[config.mk]
export PLATFORM = sky130hd
export DESIGN_NAME = simple_pipe_param
export DESIGN_NICKNAME = d
export VERILOG_FILES = /design/src/rtl/simple_pipe_pkg.sv /design/src/rtl/simple_pipe_scoreboard.sv /design/src/rtl/simple_pipe_param.sv
export SDC_FILE = /design/constraint.sdc
export NUM_CORES = 1
export LEC_CHECK = 0
export BUFFER_PORTS_ARGS = -buffer_cell sky130_fd_sc_hd__clkbuf_2
export CAP_MARGIN = 30
export CORE_ASPECT_RATIO = 1.2
export CORE_MARGIN = 5
export CORE_UTILIZATION = 38
export CTS_CLUSTER_DIAMETER = 100
export CTS_CLUSTER_SIZE = 24
export DETAILED_ROUTE_END_ITERATION = 6
export GPL_TIMING_DRIVEN = 0
export SETUP_SLACK_MARGIN = 0.5
export SYNTH_ARGS = -nofsm -noshare
export SYNTH_HDL_FRONTEND = slang
export SYNTH_SLANG_ARGS = --single-unit
[constraint.sdc]
create_clock -name clk -period 2.2 [get_ports clk]
set_input_delay 0.11 -clock clk [delete_from_list [all_inputs] [get_ports clk]]
set_output_delay 0.11 -clock clk [all_outputs]
set_load 0.02 [all_outputs]
[src/rtl/simple_pipe_pkg.sv]
// Shared opcode encodings and the width-generic ALU used by the ID|EX|WB pipeline.
package simple_pipe_pkg;

    localparam int ALU_MAX_W = 64;

    typedef enum logic [1:0] {
        OP_NOP  = 2'b00,
        OP_ADD  = 2'b01,
        OP_SET  = 2'b10,
        OP_NAND = 2'b11
    } op_t;

    // Operands arrive zero-extended to ALU_MAX_W; the result is masked to dw bits.
    function automatic logic [ALU_MAX_W-1:0] alu(
        input op_t                  op,
        input logic [ALU_MAX_W-1:0] a,
        input logic [ALU_MAX_W-1:0] b,
        input int                   dw
    );
        logic [ALU_MAX_W-1:0] mask;
        logic [ALU_MAX_W-1:0] res;
        mask = (dw >= ALU_MAX_W) ? '1 : ((ALU_MAX_W'(1) << dw) - ALU_MAX_W'(1));
        case (op)
            OP_ADD:  res = a + b;
            OP_SET:  res = b;
            OP_NAND: res = ~(a & b);
            default: res = '0;
        endcase
        return res & mask;
    endfunction

endpackage

[src/rtl/simple_pipe_scoreboard.sv]
// Two pending bits per register: bit1 = producer sits in EX, bit0 = producer sits in WB.
module simple_pipe_scoreboard
    import simple_pipe_pkg::*;
#(
    parameter  int NREG = 4,
    localparam int RW   = $clog2(NREG)
) (
    input  logic            clk,
    input  logic            rst,
    input  logic            flush,
    input  logic            ex_set,
    input  logic [RW-1:0]   ex_set_idx,
    input  logic            ex_clr,
    input  logic [RW-1:0]   ex_clr_idx,
    input  logic            wb_set,
    input  logic [RW-1:0]   wb_set_idx,
    input  logic            wb_clr,
    input  logic [RW-1:0]   wb_clr_idx,
    input  logic [RW-1:0]   rs1_idx,
    input  logic [RW-1:0]   rs2_idx,
    output logic [1:0]      rs1_pend,
    output logic [1:0]      rs2_pend,
    output logic [NREG-1:0] pend_ex,
    output logic [NREG-1:0] pend_wb
);

    // A set and a clear hitting the same register in one cycle leaves the bit set.
    always_ff @(posedge clk) begin
        if (rst || flush) begin
            pend_ex <= '0;
            pend_wb <= '0;
        end else begin
            for (int r = 0; r < NREG; r++) begin
                if (ex_set && ex_set_idx == RW'(r))
                    pend_ex[r] <= 1'b1;
                else if (ex_clr && ex_clr_idx == RW'(r))
                    pend_ex[r] <= 1'b0;

                if (wb_set && wb_set_idx == RW'(r))
                    pend_wb[r] <= 1'b1;
                else if (wb_clr && wb_clr_idx == RW'(r))
                    pend_wb[r] <= 1'b0;
            end
        end
    end

    assign rs1_pend = {pend_ex[rs1_idx], pend_wb[rs1_idx]};
    assign rs2_pend = {pend_ex[rs2_idx], pend_wb[rs2_idx]};

endmodule

[src/rtl/simple_pipe_param.sv]
// Parametrised three-stage in-order pipeline (ID | EX | WB) with full forwarding,
// ready/valid interlocks, flush and a retire port for the instruction recorder.
module simple_pipe_param
    import simple_pipe_pkg::*;
#(
    parameter  int DW   = 8,
    parameter  int NREG = 4,
    localparam int RW   = $clog2(NREG),
    localparam int IW   = 2 + 3 * RW
) (
    input  logic          clk,
    input  logic          rst,
    input  logic [IW-1:0] inst,
    input  logic          inst_valid,
    output logic          inst_ready,
    input  logic          stallex,
    input  logic          stallwb,
    input  logic          flush,
    output logic          retire_valid,
    output logic          retire_wen,
    output logic [RW-1:0] retire_rd,
    output logic [DW-1:0] retire_data,
    output logic [IW-1:0] retire_inst,
    input  logic [RW-1:0] dbg_rf_idx,
    output logic [DW-1:0] dbg_rf_data
);

    logic [DW-1:0] rf [NREG];

    op_t             inst_op;
    logic [RW-1:0]   inst_rs1;
    logic [RW-1:0]   inst_rs2;
    logic [RW-1:0]   inst_rd;
    logic [2*RW-1:0] inst_imm;

    logic          id_ex_valid;
    op_t           id_ex_op;
    logic [DW-1:0] id_ex_a;
    logic [DW-1:0] id_ex_b;
    logic [RW-1:0] id_ex_rd;
    logic          id_ex_wen;
    logic [IW-1:0] id_ex_inst;

    logic          ex_wb_valid;
    logic [DW-1:0] ex_wb_val;
    logic [RW-1:0] ex_wb_rd;
    logic          ex_wb_wen;
    logic [IW-1:0] ex_wb_inst;

    logic id_go;
    logic ex_go;
    logic wb_go;
    logic ex_ready;

    logic [DW-1:0]   ex_result;
    logic [DW-1:0]   rs1_val;
    logic [DW-1:0]   rs2_val;
    logic [1:0]      rs1_pend;
    logic [1:0]      rs2_pend;
    logic [NREG-1:0] sb_ex;
    logic [NREG-1:0] sb_wb;

    assign inst_op  = op_t'(inst[IW-1 -: 2]);
    assign inst_rs1 = inst[3*RW-1 -: RW];
    assign inst_rs2 = inst[2*RW-1 -: RW];
    assign inst_rd  = inst[RW-1:0];
    assign inst_imm = inst[3*RW-1 -: 2*RW];

    assign ex_ready   = ~stallex & (~stallwb | ~ex_wb_valid);
    assign inst_ready = ~flush & (ex_ready | ~id_ex_valid);
    assign id_go      = inst_valid & inst_ready;
    assign ex_go      = id_ex_valid & ex_ready & ~flush;
    assign wb_go      = ex_wb_valid & ~stallwb & ~flush;

    assign ex_result = DW'(alu(id_ex_op, ALU_MAX_W'(id_ex_a), ALU_MAX_W'(id_ex_b), DW));

    simple_pipe_scoreboard #(.NREG(NREG)) u_scoreboard (
        .clk        (clk),
        .rst        (rst),
        .flush      (flush),
        .ex_set     (id_go & (inst_op != OP_NOP)),
        .ex_set_idx (inst_rd),
        .ex_clr     (ex_go),
        .ex_clr_idx (id_ex_rd),
        .wb_set     (ex_go & id_ex_wen),
        .wb_set_idx (id_ex_rd),
        .wb_clr     (wb_go),
        .wb_clr_idx (ex_wb_rd),
        .rs1_idx    (inst_rs1),
        .rs2_idx    (inst_rs2),
        .rs1_pend   (rs1_pend),
        .rs2_pend   (rs2_pend),
        .pend_ex    (sb_ex),
        .pend_wb    (sb_wb)
    );

    // The youngest producer wins: EX result first, then the WB value, then the RF.
    always_comb begin
        rs1_val = rf[inst_rs1];
        if (rs1_pend[1])
            rs1_val = ex_result;
        else if (rs1_pend[0])
            rs1_val = ex_wb_val;

        rs2_val = rf[inst_rs2];
        if (rs2_pend[1])
            rs2_val = ex_result;
        else if (rs2_pend[0])
            rs2_val = ex_wb_val;
    end

    always_ff @(posedge clk) begin
        if (rst || flush) begin
            id_ex_valid <= 1'b0;
            ex_wb_valid <= 1'b0;
        end else begin
            if (id_go)
                id_ex_valid <= 1'b1;
            else if (ex_go)
                id_ex_valid <= 1'b0;

            if (ex_go)
                ex_wb_valid <= 1'b1;
            else if (wb_go)
                ex_wb_valid <= 1'b0;
        end
    end

    always_ff @(posedge clk) begin
        if (id_go) begin
            id_ex_op   <= inst_op;
            id_ex_a    <= rs1_val;
            id_ex_b    <= (inst_op == OP_SET) ? DW'(inst_imm) : rs2_val;
            id_ex_rd   <= inst_rd;
            id_ex_wen  <= (inst_op != OP_NOP);
            id_ex_inst <= inst;
        end
        if (ex_go) begin
            ex_wb_val  <= ex_result;
            ex_wb_rd   <= id_ex_rd;
            ex_wb_wen  <= id_ex_wen;
            ex_wb_inst <= id_ex_inst;
        end
    end

    always_ff @(posedge clk) begin
        if (rst) begin
            for (int r = 0; r < NREG; r++)
                rf[r] <= '0;
        end else if (wb_go && ex_wb_wen) begin
            rf[ex_wb_rd] <= ex_wb_val;
        end
    end

    // Reset in the same cycle as a WB completion discards it, so nothing retires.
    assign retire_valid = wb_go & ~rst;
    assign retire_wen   = retire_valid & ex_wb_wen;
    assign retire_rd    = retire_valid ? ex_wb_rd   : '0;
    assign retire_data  = retire_valid ? ex_wb_val  : '0;
    assign retire_inst  = retire_valid ? ex_wb_inst : '0;

    assign dbg_rf_data = rf[dbg_rf_idx];

    always_ff @(posedge clk) begin
        if (!rst) begin
            for (int r = 0; r < NREG; r++) begin
                assert (sb_ex[r] == (id_ex_valid && id_ex_wen && (id_ex_rd == RW'(r))));
                assert (sb_wb[r] == (ex_wb_valid && ex_wb_wen && (ex_wb_rd == RW'(r))));
            end
        end
    end

endmodule

==> results.py, run 1 <==
metrics = {
    "status": {
        "status": "completed",
    },
    "cts": {
        "htreeDepth": 3,
        "clock_latency_ps": 340,
        "tritoncts": "yes",
        "cts_inserted_buffers": 9,
        "cts_max_path_buffers": 2,
        "clock-sinks": 84,
        "clk_pin_slew_worst_paths_ps": 60,
        "root_buffer": "clkbuf_16",
    },
    "timing": {
        "fin_crit_ps": 2040,
        "slew_headroom_pct": 69.5,
        "worst_pin_slew_ps": 457,
        "fmax_mhz": 491,
        "period_share_pct": 92.6,
        "slew_violations": 0,
        "finalHoldViolCount": 0,
        "timing.hold.ws_ps": 4.07,
        "grt_setup_unrepaired": "yes",
        "fin_skew_ps": 7.43,
        "finalSetupViolCount": 0,
    },
    "global_route": {
        "antenna_found_initial": 0,
        "gr-usage-all-layers_pct": 15.2,
        "overflow": 0,
        "grt_pass1_wl_um": 17500,
        "grt_pass1_vias": 3362,
        "grt_start_max_net_pins": 26,
    },
    "synth": {
        "synth-edff-count": 74,
        "syn_area_mm2": 0.00469,
        "avgSynthCellArea_um2": 12.8,
        "ys.flop_type": "edfxtp_1",
        "synth_warnings": 0,
        "syn_inst": 366,
        "seq_area_frac_synth_pct": 51.7,
        "synth_seq_cells": 84,
        "ys_types": 53,
        "async_reset_ff_share_pct": 0,
        "syn-num-nets": 391,
    },
    "layout": {
        "drive_above_1_share_pct": 43.2,
        "antennaDiodeCount": 0,
        "design_area_mm2": 0.00634,
        "syn_to_final_growth_pct": 35.4,
        "final_nets": 478,
    },
    "worst_hold_path": {
        "hold_path_class": "input pin to flip-flop",
    },
    "detailed_routing": {
        "drc_errors": 0,
        "firstDrtPassIters": 4,
        "drtIter0Drc": 147,
        "viasPerCell": 5.35,
        "ant_nets": 0,
        "dr_total_vias": 3313,
        "finalWirelength_um": 11300,
        "wl_per_cell_um": 18.3,
    },
    "floorplanning": {
        "coreArea_mm2": 0.0121,
        "start_util_pct": 38.7,
        "io-pin-count": 45,
        "num_rows": 44,
        "die_area_mm2": 0.0147,
        "die_w_um": 111,
        "die_h_um": 132,
    },
    "place": {
        "finalWeightedCongestion": 0.944,
        "dp_hpwl_um": 8130,
        "dpl_cell_area_mm2": 0.00517,
        "port_buffers": 42,
    },
    "power": {
        "peakVddDrop_v": 0.000359,
        "p_leak_nw": 2.37,
        "power_density_mw_per_mm2": 618,
    },
    "setup_path": {
        "critical_path_class": "flip-flop to flip-flop",
        "required_ps": 2270,
        "worstSetupEndpointType": "flip-flop",
        "cp.arrival_ps": 2110,
        "startpoint_type": "flip-flop",
        "path_max_fanout": 4,
    },
    "run": {
        "drv_cap": 0,
    },
}
final cells by class:
type	instances	area (um^2)
Fill cell	1009	5770
Sequential cell	84	2420
Multi-Input combinational cell	250	2410
Timing Repair Buffer	73	737
Clock buffer	10	239
Tap cell	161	201
Buffer	18	166
Clock inverter	6	87.6
Inverter	14	61.3
Timing Repair inverter	3	20.0
worst max-delay path: stages, from the launching register on:
cell and delay, ps:
edfxtp_1 430, ha_1 370, nand3_4 120, a211oi_2 80, or3_1 360, a32oi_2 280
a211oi_1 130
cells by family (layout without fill, tap and decap cells):
kind of cell             Yosys count  count (layout)  synth area share, %
buffers and inverters             32             124                 3.68
AND/OR/NAND/NOR                  130             130                 15.7
AO/OA/AOI/OAI                     74              74                 10.4
flip-flops                        84              84                 51.7
multiplexers                      36              36                 15.8
XOR/XNOR                           1               1                0.187
adder cells (fa/ha/maj)            9               9                 2.56
final timing paths:
path | end | from | cells past startpoint | slack [ps]
max reg2reg | id_ex_b[7] | id_ex_b[1] | 6 | 160
min | id_ex_rd[0] | inst[0] | 1 | 4
max | id_ex_b[7] | id_ex_b[1] | 6 | 160
min reg2reg | ex_wb_inst[3] | id_ex_inst[3] | 0 | 420
synthesized netlist by cell type (2+ instances only):
| library cell | n | area share (%) |
|---|---|---|
| a211oi_1 | 13 | 2.1 |
| nand4_1 | 2 | 0.27 |
| nor2_2 | 2 | 0.27 |
| nand2_1 | 26 | 2.1 |
| and3_1 | 7 | 0.93 |
| buf_2 | 7 | 0.75 |
| mux4_2 | 21 | 10 |
| nand3_1 | 5 | 0.53 |
| a211oi_2 | 3 | 0.80 |
| nor2_1 | 15 | 1.2 |
| clkbuf_1 | 3 | 0.24 |
| ha_1 | 8 | 2.1 |
| buf_4 | 3 | 0.48 |
| or2_2 | 5 | 0.67 |
| a32o_1 | 4 | 0.85 |
| a21oi_1 | 20 | 2.1 |
| inv_1 | 13 | 1.0 |
| and2_1 | 34 | 4.5 |
| dfxtp_1 | 10 | 4.3 |
| mux4_1 | 7 | 3.9 |
| o31a_1 | 2 | 0.37 |
| o21ai_0 | 20 | 2.1 |
| nor2b_1 | 13 | 1.7 |
| nor3_1 | 6 | 0.64 |
| edfxtp_1 | 74 | 47 |
| a21o_1 | 5 | 0.80 |
| buf_6 | 3 | 0.72 |
| mux2i_1 | 7 | 1.5 |
| nand2b_1 | 4 | 0.53 |
report_power, final:
group | internal (mW) | total (mW) | switching, mW
registers | 1.79 | 1.83 | 0.0405
clock network | 1.02 | 1.63 | 0.607
logic | 0.220 | 0.460 | 0.240
registers in the layout, indices dropped and copies added (netlist names):
register and flops:
u_scoreboard.pend_ex 4, ex_wb_wen 1, id_ex_op 2, ex_wb_valid 1, id_ex_wen 1, ex_wb_val 8, ex_wb_rd 1, id_ex_valid 1
u_scoreboard.pend_wb 4, id_ex_inst 5, ex_wb_inst 7, rf 32, id_ex_rd 1, id_ex_b 8, id_ex_a 8
layer usage:
layer	up-vias	track usage (%)	part of all wire [%]
met5	-	0	0
li1	1580	-	-
met3	14	2.81	3.5
met4	0	5.75	1.7
met2	76	29.3	57
met1	1643	16.2	38
timing repair:
| item | in CTS | in global routing |
|---|---|---|
| hold buffers | 4 | 0 |
| setup endpoints to repair | 86 | 126 |
| endpoints found under the hold margin | 4 | 0 |
| cloned | 1 | 3 |
| pin swaps | 23 | 15 |
| buffers inserted | 20 | 5 |
| resized for setup | 92 | 59 |
metrics by stage:
stage / TNS (ps) / util [%] / setup slack (ps) / total power, mW / std cells
after global placement: -16.8 / 42.5 / -16.8 / 2.23 / 569
after floorplan: 0 / - / 247 / 2.13 / 366
after global routing: 0 / 52.4 / 81.5 / 4.03 / 619
final: 0 / 52.4 / 162 / 3.92 / 619
after detailed placement: -42.1 / 42.7 / -35.2 / 2.24 / 570
after CTS: 0 / 50.6 / 180 / 3.90 / 611
cells in the final DEF (no fill, tap or decap), types with 5 or more instances in the layout:
cell type   instances
mux2i_1             7
mux4_2             21
inv_1              11
a21oi_1            15
buf_4              17
and2_4             18
nor2b_1            12
clkbuf_16          10
o21ai_0            13
and2_1             16
a211oi_2            5
and3_1              7
nand2_1            23
clkinvlp_4          5
dfxtp_1             9
edfxtp_1           74
buf_6              14
buf_8              20
nor2_1             12
mux4_1              7
clkbuf_2           22
a211oi_1           11
(Power assumes the default switching activity.)
==> run 2: changes to the inputs <==
--- a/config.mk
+++ b/config.mk
@@ -5,11 +5,13 @@
 export SDC_FILE = /design/constraint.sdc
 export NUM_CORES = 1
 export LEC_CHECK = 0
+export ABC_AREA = 1
 export BUFFER_PORTS_ARGS = -buffer_cell sky130_fd_sc_hd__clkbuf_2
 export CAP_MARGIN = 30
 export CORE_ASPECT_RATIO = 1.2
 export CORE_MARGIN = 5
-export CORE_UTILIZATION = 38
+export CORE_UTILIZATION = 35
+export CTS_BUF_LIST = sky130_fd_sc_hd__clkbuf_16
 export CTS_CLUSTER_DIAMETER = 100
 export CTS_CLUSTER_SIZE = 24
 export DETAILED_ROUTE_END_ITERATION = 6
==> run 2 against run 1 <==
Non-clock buffer count down 2. Clock skew up 3.7 ps. Register-to-register slack better by 210 ps. Worst setup slack better by 210 ps. Final cell count up 37%. Sequential share of layout area up 0.81 points. First-iteration DRC count up 62%. Sequential cell count unchanged. Synthesized cell count up 61%. Sequential power about the same. Clock power down 12%. Die area up 11%. Critical endpoint is now id_ex_a[6]. Largest power group unchanged.
==> results.py, run 2 <==
metrics = {
    "layout": {
        "final_common_cell": "nand2_1",
        "design_area_mm2": 0.00621,
        "regMostFlops": "rf",
        "largest_reg_flops": 32,
        "drive_above_1_share_pct": 25.0,
        "final_nets": 697,
        "stdcell_count": 848,
        "mostFrequentLayoutCells": "nand2_1 (111), nor2_1 (80), edfxtp_1 (74)",
        "antennaDiodeCount": 0,
        "syn_to_final_growth_pct": 28.6,
    },
    "place": {
        "dp_hpwl_um": 9810,
        "placed_cells": 807,
        "port_buffers": 44,
        "finalWeightedCongestion": 0.874,
        "dpl_cell_area_mm2": 0.00528,
    },
    "synth": {
        "seq_area_frac_synth_pct": 50.2,
        "ys.flop_type": "edfxtp_1",
        "synth.area.top_cells": "edfxtp_1 (46%), nand2_1 (9.9%), nor2_1 (7.2%)",
        "syn_inst": 591,
        "synth_seq_cells": 84,
        "synth-edff-count": 74,
        "syn_area_mm2": 0.00483,
        "ys_types": 37,
        "synthTopCellsByCount": "nand2_1 (128), nor2_1 (93), edfxtp_1 (74), inv_1 (70), o21ai_0 (54)",
        "synth.largest_area_cell": "edfxtp_1",
        "synth_warnings": 0,
        "async_reset_ff_share_pct": 0,
        "synth_top_area_share_pct": 46.0,
        "avgSynthCellArea_um2": 8.17,
        "syn-num-nets": 616,
        "synth_most_common_cell": "nand2_1",
    },
    "global_route": {
        "overflow": 0,
        "grt_pass1_wl_um": 20700,
        "grt_pass1_vias": 4070,
        "gr-usage-all-layers_pct": 16.1,
        "antenna_found_initial": 0,
        "grt_start_max_net_pins": 26,
    },
    "timing": {
        "fin_crit_ps": 1830,
        "finalHoldViolCount": 0,
        "tns_ps": 0,
        "period_share_pct": 83.3,
        "slew_violations": 0,
        "slew_headroom_pct": 61.6,
        "fin_skew_ps": 11.1,
        "worst_pin_slew_ps": 573,
        "timing.hold.ws_ps": 9.69,
        "fmax_mhz": 546,
        "finalSetupViolCount": 0,
        "grt_setup_unrepaired": "yes",
    },
    "setup_path": {
        "worstSetupEndpointType": "flip-flop",
        "required_ps": 2290,
        "path_max_fanout": 2,
        "startpoint_type": "flip-flop",
        "cp_slowest_cell": "edfxtp_1",
        "slowest_delay_ps": 430,
        "critical_path_class": "flip-flop to flip-flop",
        "cpMostUsedCell": "nand2_2",
        "path_cells": "ha_4 -> fa_2 -> nand3_2 -> nand2_2 -> nand2_2 -> nand3_2 -> nand3_2 -> nand2_2 -> nand2_2 -> nand2_1",
        "ff2ff_path_depth": 10,
        "cp.arrival_ps": 1920,
    },
    "run": {
        "drv_cap": 0,
    },
    "detailed_routing": {
        "firstDrtPassIters": 5,
        "wl_per_cell_um": 15.5,
        "drtIter0Drc": 238,
        "finalWirelength_um": 13200,
        "viasPerCell": 5.01,
        "drc_errors": 0,
        "dr_total_vias": 4248,
        "ant_nets": 0,
    },
    "floorplanning": {
        "coreArea_mm2": 0.0136,
        "start_util_pct": 35.4,
        "die_area_mm2": 0.0163,
        "die_w_um": 117,
        "die_h_um": 139,
        "num_rows": 47,
        "io-pin-count": 45,
    },
    "status": {
        "status": "completed",
    },
    "cts": {
        "tritoncts": "yes",
        "cts_max_path_buffers": 2,
        "htreeDepth": 3,
        "root_buffer": "clkbuf_16",
        "clk_pin_slew_worst_paths_ps": 70,
        "clock_latency_ps": 340,
        "cts_inserted_buffers": 9,
        "clock-sinks": 84,
    },
    "power": {
        "peakVddDrop_v": 0.000391,
        "power_density_mw_per_mm2": 614,
        "p_leak_nw": 2.59,
    },
    "worst_hold_path": {
        "hold_path_class": "input pin to flip-flop",
        "whs_path_depth": 1,
    },
}
[run 2: cell type report]
type / instances / area, um^2
multi-input combinational: 409 / 2260
fill: 1316 / 7430
clock buffer: 9 / 225
buffer: 20 / 161
sequential: 84 / 2420
clock inverter: 7 / 58.8
inverter: 78 / 308
tap: 171 / 214
timing repair inverter: 1 / 5.00
timing repair buffer: 69 / 554
[run 2: per-layer routing]
layer	part of all wire, %	vias to the layer above	global-route usage (%)
met3	3.5	22	2.05
met4	2.2	0	6.46
li1	-	2135	-
met1	43	1987	20.6
met5	0	-	0
met2	52	104	27.2
[run 2: final timing paths]
path / start / endpoint / slack, ps
worst max register to register: id_ex_b[0] / id_ex_a[6] / 370
worst min register to register: id_ex_inst[4] / ex_wb_inst[4] / 420
worst max-delay path: id_ex_b[0] / id_ex_a[6] / 370
worst min-delay path: inst[3] / id_ex_inst[3] / 10
[run 2: report_power, final]
group | total, mW | internal, mW | switching, mW
Sequential | 1.84 | 1.80 | 0.0416
Clock | 1.43 | 0.782 | 0.648
Combinational | 0.545 | 0.212 | 0.333
[run 2: logic make-up after synthesis]
group,after synthesis,share of synthesized area [%]
and+or+nand+nor,278,24.4
adders and majority gates,9,2.49
DFF,84,50.2
AOI/OAI and AO/OA,121,13.8
xor gates and xnor gates,1,0.181
buffers and inverters,98,9.07
[run 2: critical path, delay by kind of cell (launching register included)]
kind | cells | cell delay, ps
AND/OR/NAND/NOR | 8 | 590
flip-flops | 1 | 430
adder cells (fa/ha/maj) | 2 | 560
[run 2: repair_timing]
| item | in CTS | in global routing |
|---|---|---|
| cloned | 1 | 1 |
| setup buffers | 7 | 10 |
| resized for setup | 35 | 88 |
| hold endpoints to repair | 6 | 0 |
| pin swaps | 15 | 13 |
| setup endpoints to repair | 68 | 72 |
| hold buffers | 6 | 0 |
[run 2: stage by stage]
stage          utilization (%)  setup slack (ps)  power, mW
2_1_floorplan                -               505       2.18
3_3_place_gp              38.6               110       2.31
3_5_place_dp              38.7               303       2.32
4_1_cts                   42.7               373       3.78
5_1_grt                   45.5               298       3.97
6_report                  45.5               367       3.81
==> run 3: changes to the inputs <==
--- a/config.mk
+++ b/config.mk
@@ -5,7 +5,7 @@
 export SDC_FILE = /design/constraint.sdc
 export NUM_CORES = 1
 export LEC_CHECK = 0
-export ABC_AREA = 1
+export ABC_AREA = 0
 export BUFFER_PORTS_ARGS = -buffer_cell sky130_fd_sc_hd__clkbuf_2
 export CAP_MARGIN = 30
 export CORE_ASPECT_RATIO = 1.2
==> constraint.sdc (replaced) <==
create_clock -name clk -period 1.8 [get_ports clk]
set_input_delay 0.09 -clock clk [delete_from_list [all_inputs] [get_ports clk]]
set_output_delay 0.09 -clock clk [all_outputs]
set_load 0.02 [all_outputs]
==> run 3 against run 2 <==
The flow now finishes with violations (setup timing). Total power up 20%. Register-to-register slack worse by 650 ps. Combinational power up 13%. Final area up 8.7%. Non-clock buffer count up 26. Worst hold slack worse by 6.5 ps. Maximum frequency down 12%. Sequential share of layout area down 3.1 points. Via count down 19%. Clock power up 20%. Critical path type unchanged. Highest routed layer unchanged.
==> results.py, run 3 (synthesis gave the netlist of run 1 again) <==
metrics = {
    "layout": {
        "fill_cells": 1075,
        "largest_reg_flops": 32,
        "design_area_mm2": 0.00675,
        "syn_to_final_growth_pct": 44.1,
        "regArea_mm2": 0.00243,
        "mostFrequentLayoutCells": "edfxtp_1 (74), buf_6 (49), and2_4 (26)",
        "regMostFlops": "rf",
        "antennaDiodeCount": 0,
        "final_common_cell": "edfxtp_1",
        "multiInputGateArea_mm2": 0.00253,
        "final_nets": 501,
        "drive_above_1_share_pct": 51.8,
    },
    "timing": {
        "finalHoldViolCount": 0,
        "timing.hold.ws_ps": 3.14,
        "slew_violations": 0,
        "slew_headroom_pct": 68.7,
        "timing.final.ws_setup_ps": -285,
        "finalSetupViolCount": 65,
        "worst_pin_slew_ps": 470,
        "fin_crit_ps": 2080,
        "fin_skew_ps": 5.84,
        "period_share_pct": 116,
        "grt_setup_unrepaired": "yes",
        "fmax_mhz": 480,
    },
    "run": {
        "drv_cap": 0,
    },
    "global_route": {
        "antenna_found_initial": 0,
        "grt_pass1_wl_um": 18700,
        "grt_pass1_vias": 3481,
        "gr-usage-all-layers_pct": 15.6,
        "grt_start_max_net_pins": 16,
        "overflow": 0,
    },
    "place": {
        "dp_slack_ps": -457,
        "port_buffers": 42,
        "dp_hpwl_um": 8340,
        "dpl_cell_area_mm2": 0.00530,
        "finalWeightedCongestion": 0.812,
    },
    "detailed_routing": {
        "viasPerCell": 5.27,
        "ant_nets": 0,
        "dr_total_vias": 3420,
        "wl_per_cell_um": 19.2,
        "drc_errors": 0,
        "drtIter0Drc": 211,
        "firstDrtPassIters": 4,
        "finalWirelength_um": 12500,
    },
    "floorplanning": {
        "start_util_pct": 35.6,
        "coreArea_mm2": 0.0132,
        "die_h_um": 137,
        "io-pin-count": 45,
        "die_area_mm2": 0.0158,
        "num_rows": 46,
        "die_w_um": 116,
    },
    "cts": {
        "root_buffer": "clkbuf_16",
        "cts_max_path_buffers": 2,
        "clock_latency_ps": 340,
        "tritoncts": "yes",
        "htreeDepth": 3,
        "clk_pin_slew_worst_paths_ps": 60,
        "cts_inserted_buffers": 9,
        "clock-sinks": 84,
    },
    "power": {
        "p_leak_nw": 2.53,
        "peakVddDrop_v": 0.000384,
        "power_density_mw_per_mm2": 678,
    },
    "status": {
        "violations": "setup timing",
        "status": "finished with violations",
    },
    "setup_path": {
        "required_ps": 1870,
        "critical_path_class": "flip-flop to flip-flop",
        "startpoint_type": "flip-flop",
        "path_max_fanout": 3,
        "cp.arrival_ps": 2150,
        "worstSetupEndpointType": "flip-flop",
    },
    "worst_hold_path": {
        "hold_path_class": "input pin to flip-flop",
    },
}
## run 3: cell types whose count changed in the layout (fill, tap and decap cells not counted), moves of 21 or more
cell	delta
o21ai_0	-41
nor2_1	-69
a21oi_1	-26
nand3_1	-34
and2_4	+26
buf_6	+29
mux4_2	+21
inv_1	-57
nand2_1	-92
## run 3: final cells by class
type                    instances  area share, %
plain buffers                  18           2.43
clock buffers                   9           3.34
clock inverters                 7          0.760
inverters                      14          0.963
multi-input cells             250           37.5
flip-flops and latches         84           35.9
well taps                     168           3.11
repair buffers                 97           15.8
repair inverters                2          0.222
## run 3: through the flow
stage               setup TNS [ps]  power (mW)  util (%)  instances
floorplan                     -768        2.61         -        366
global placement            -11140        2.73      40.1        576
detailed placement           -6820        2.74      40.2        577
CTS                          -6290        4.49      47.1        627
global route                -11360        4.72      51.2        649
finish                       -5960        4.58      51.2        649
## run 3: worst paths after layout
check	from	endpoint	slack (ps)	depth (start not counted)
worst max-delay path	id_ex_a[0]	id_ex_b[4]	-280	7
worst min-delay path	inst[2]	id_ex_inst[2]	3	1
worst max register to register	id_ex_a[0]	id_ex_b[4]	-280	7
worst min register to register	id_ex_inst[3]	ex_wb_inst[3]	420	0
## run 3: routing by layer
metal	vias up	global-route usage (%)	wire length (um)
met4	0	6.00	329
li1	1622	-	-
met1	1700	17.2	4560
met3	20	2.65	482
met2	78	29.4	7120
met5	-	0	0
## run 3: timing repair
| item | CTS | global route |
|---|---|---|
| endpoints found under the setup margin | 168 | 169 |
| hold endpoints to repair | 6 | 0 |
| gates cloned | 5 | 0 |
| buffers inserted | 23 | 22 |
| gates resized for setup | 81 | 118 |
| hold buffers | 6 | 0 |
| pin swaps | 15 | 18 |
## run 3: power breakdown
part | total [mW] | switching (mW) | internal, mW
clock network | 1.72 | 0.779 | 0.942
logic | 0.617 | 0.311 | 0.307
registers | 2.24 | 0.0528 | 2.19
## run 3: worst max-delay path, stage by stage (launching register included)
cell      delay [ps]
edfxtp_1         420
ha_4             190
fa_2             350
a21o_1           210
a21oi_2          180
nor3_2            60
nor3_2           300
a211oi_2         120
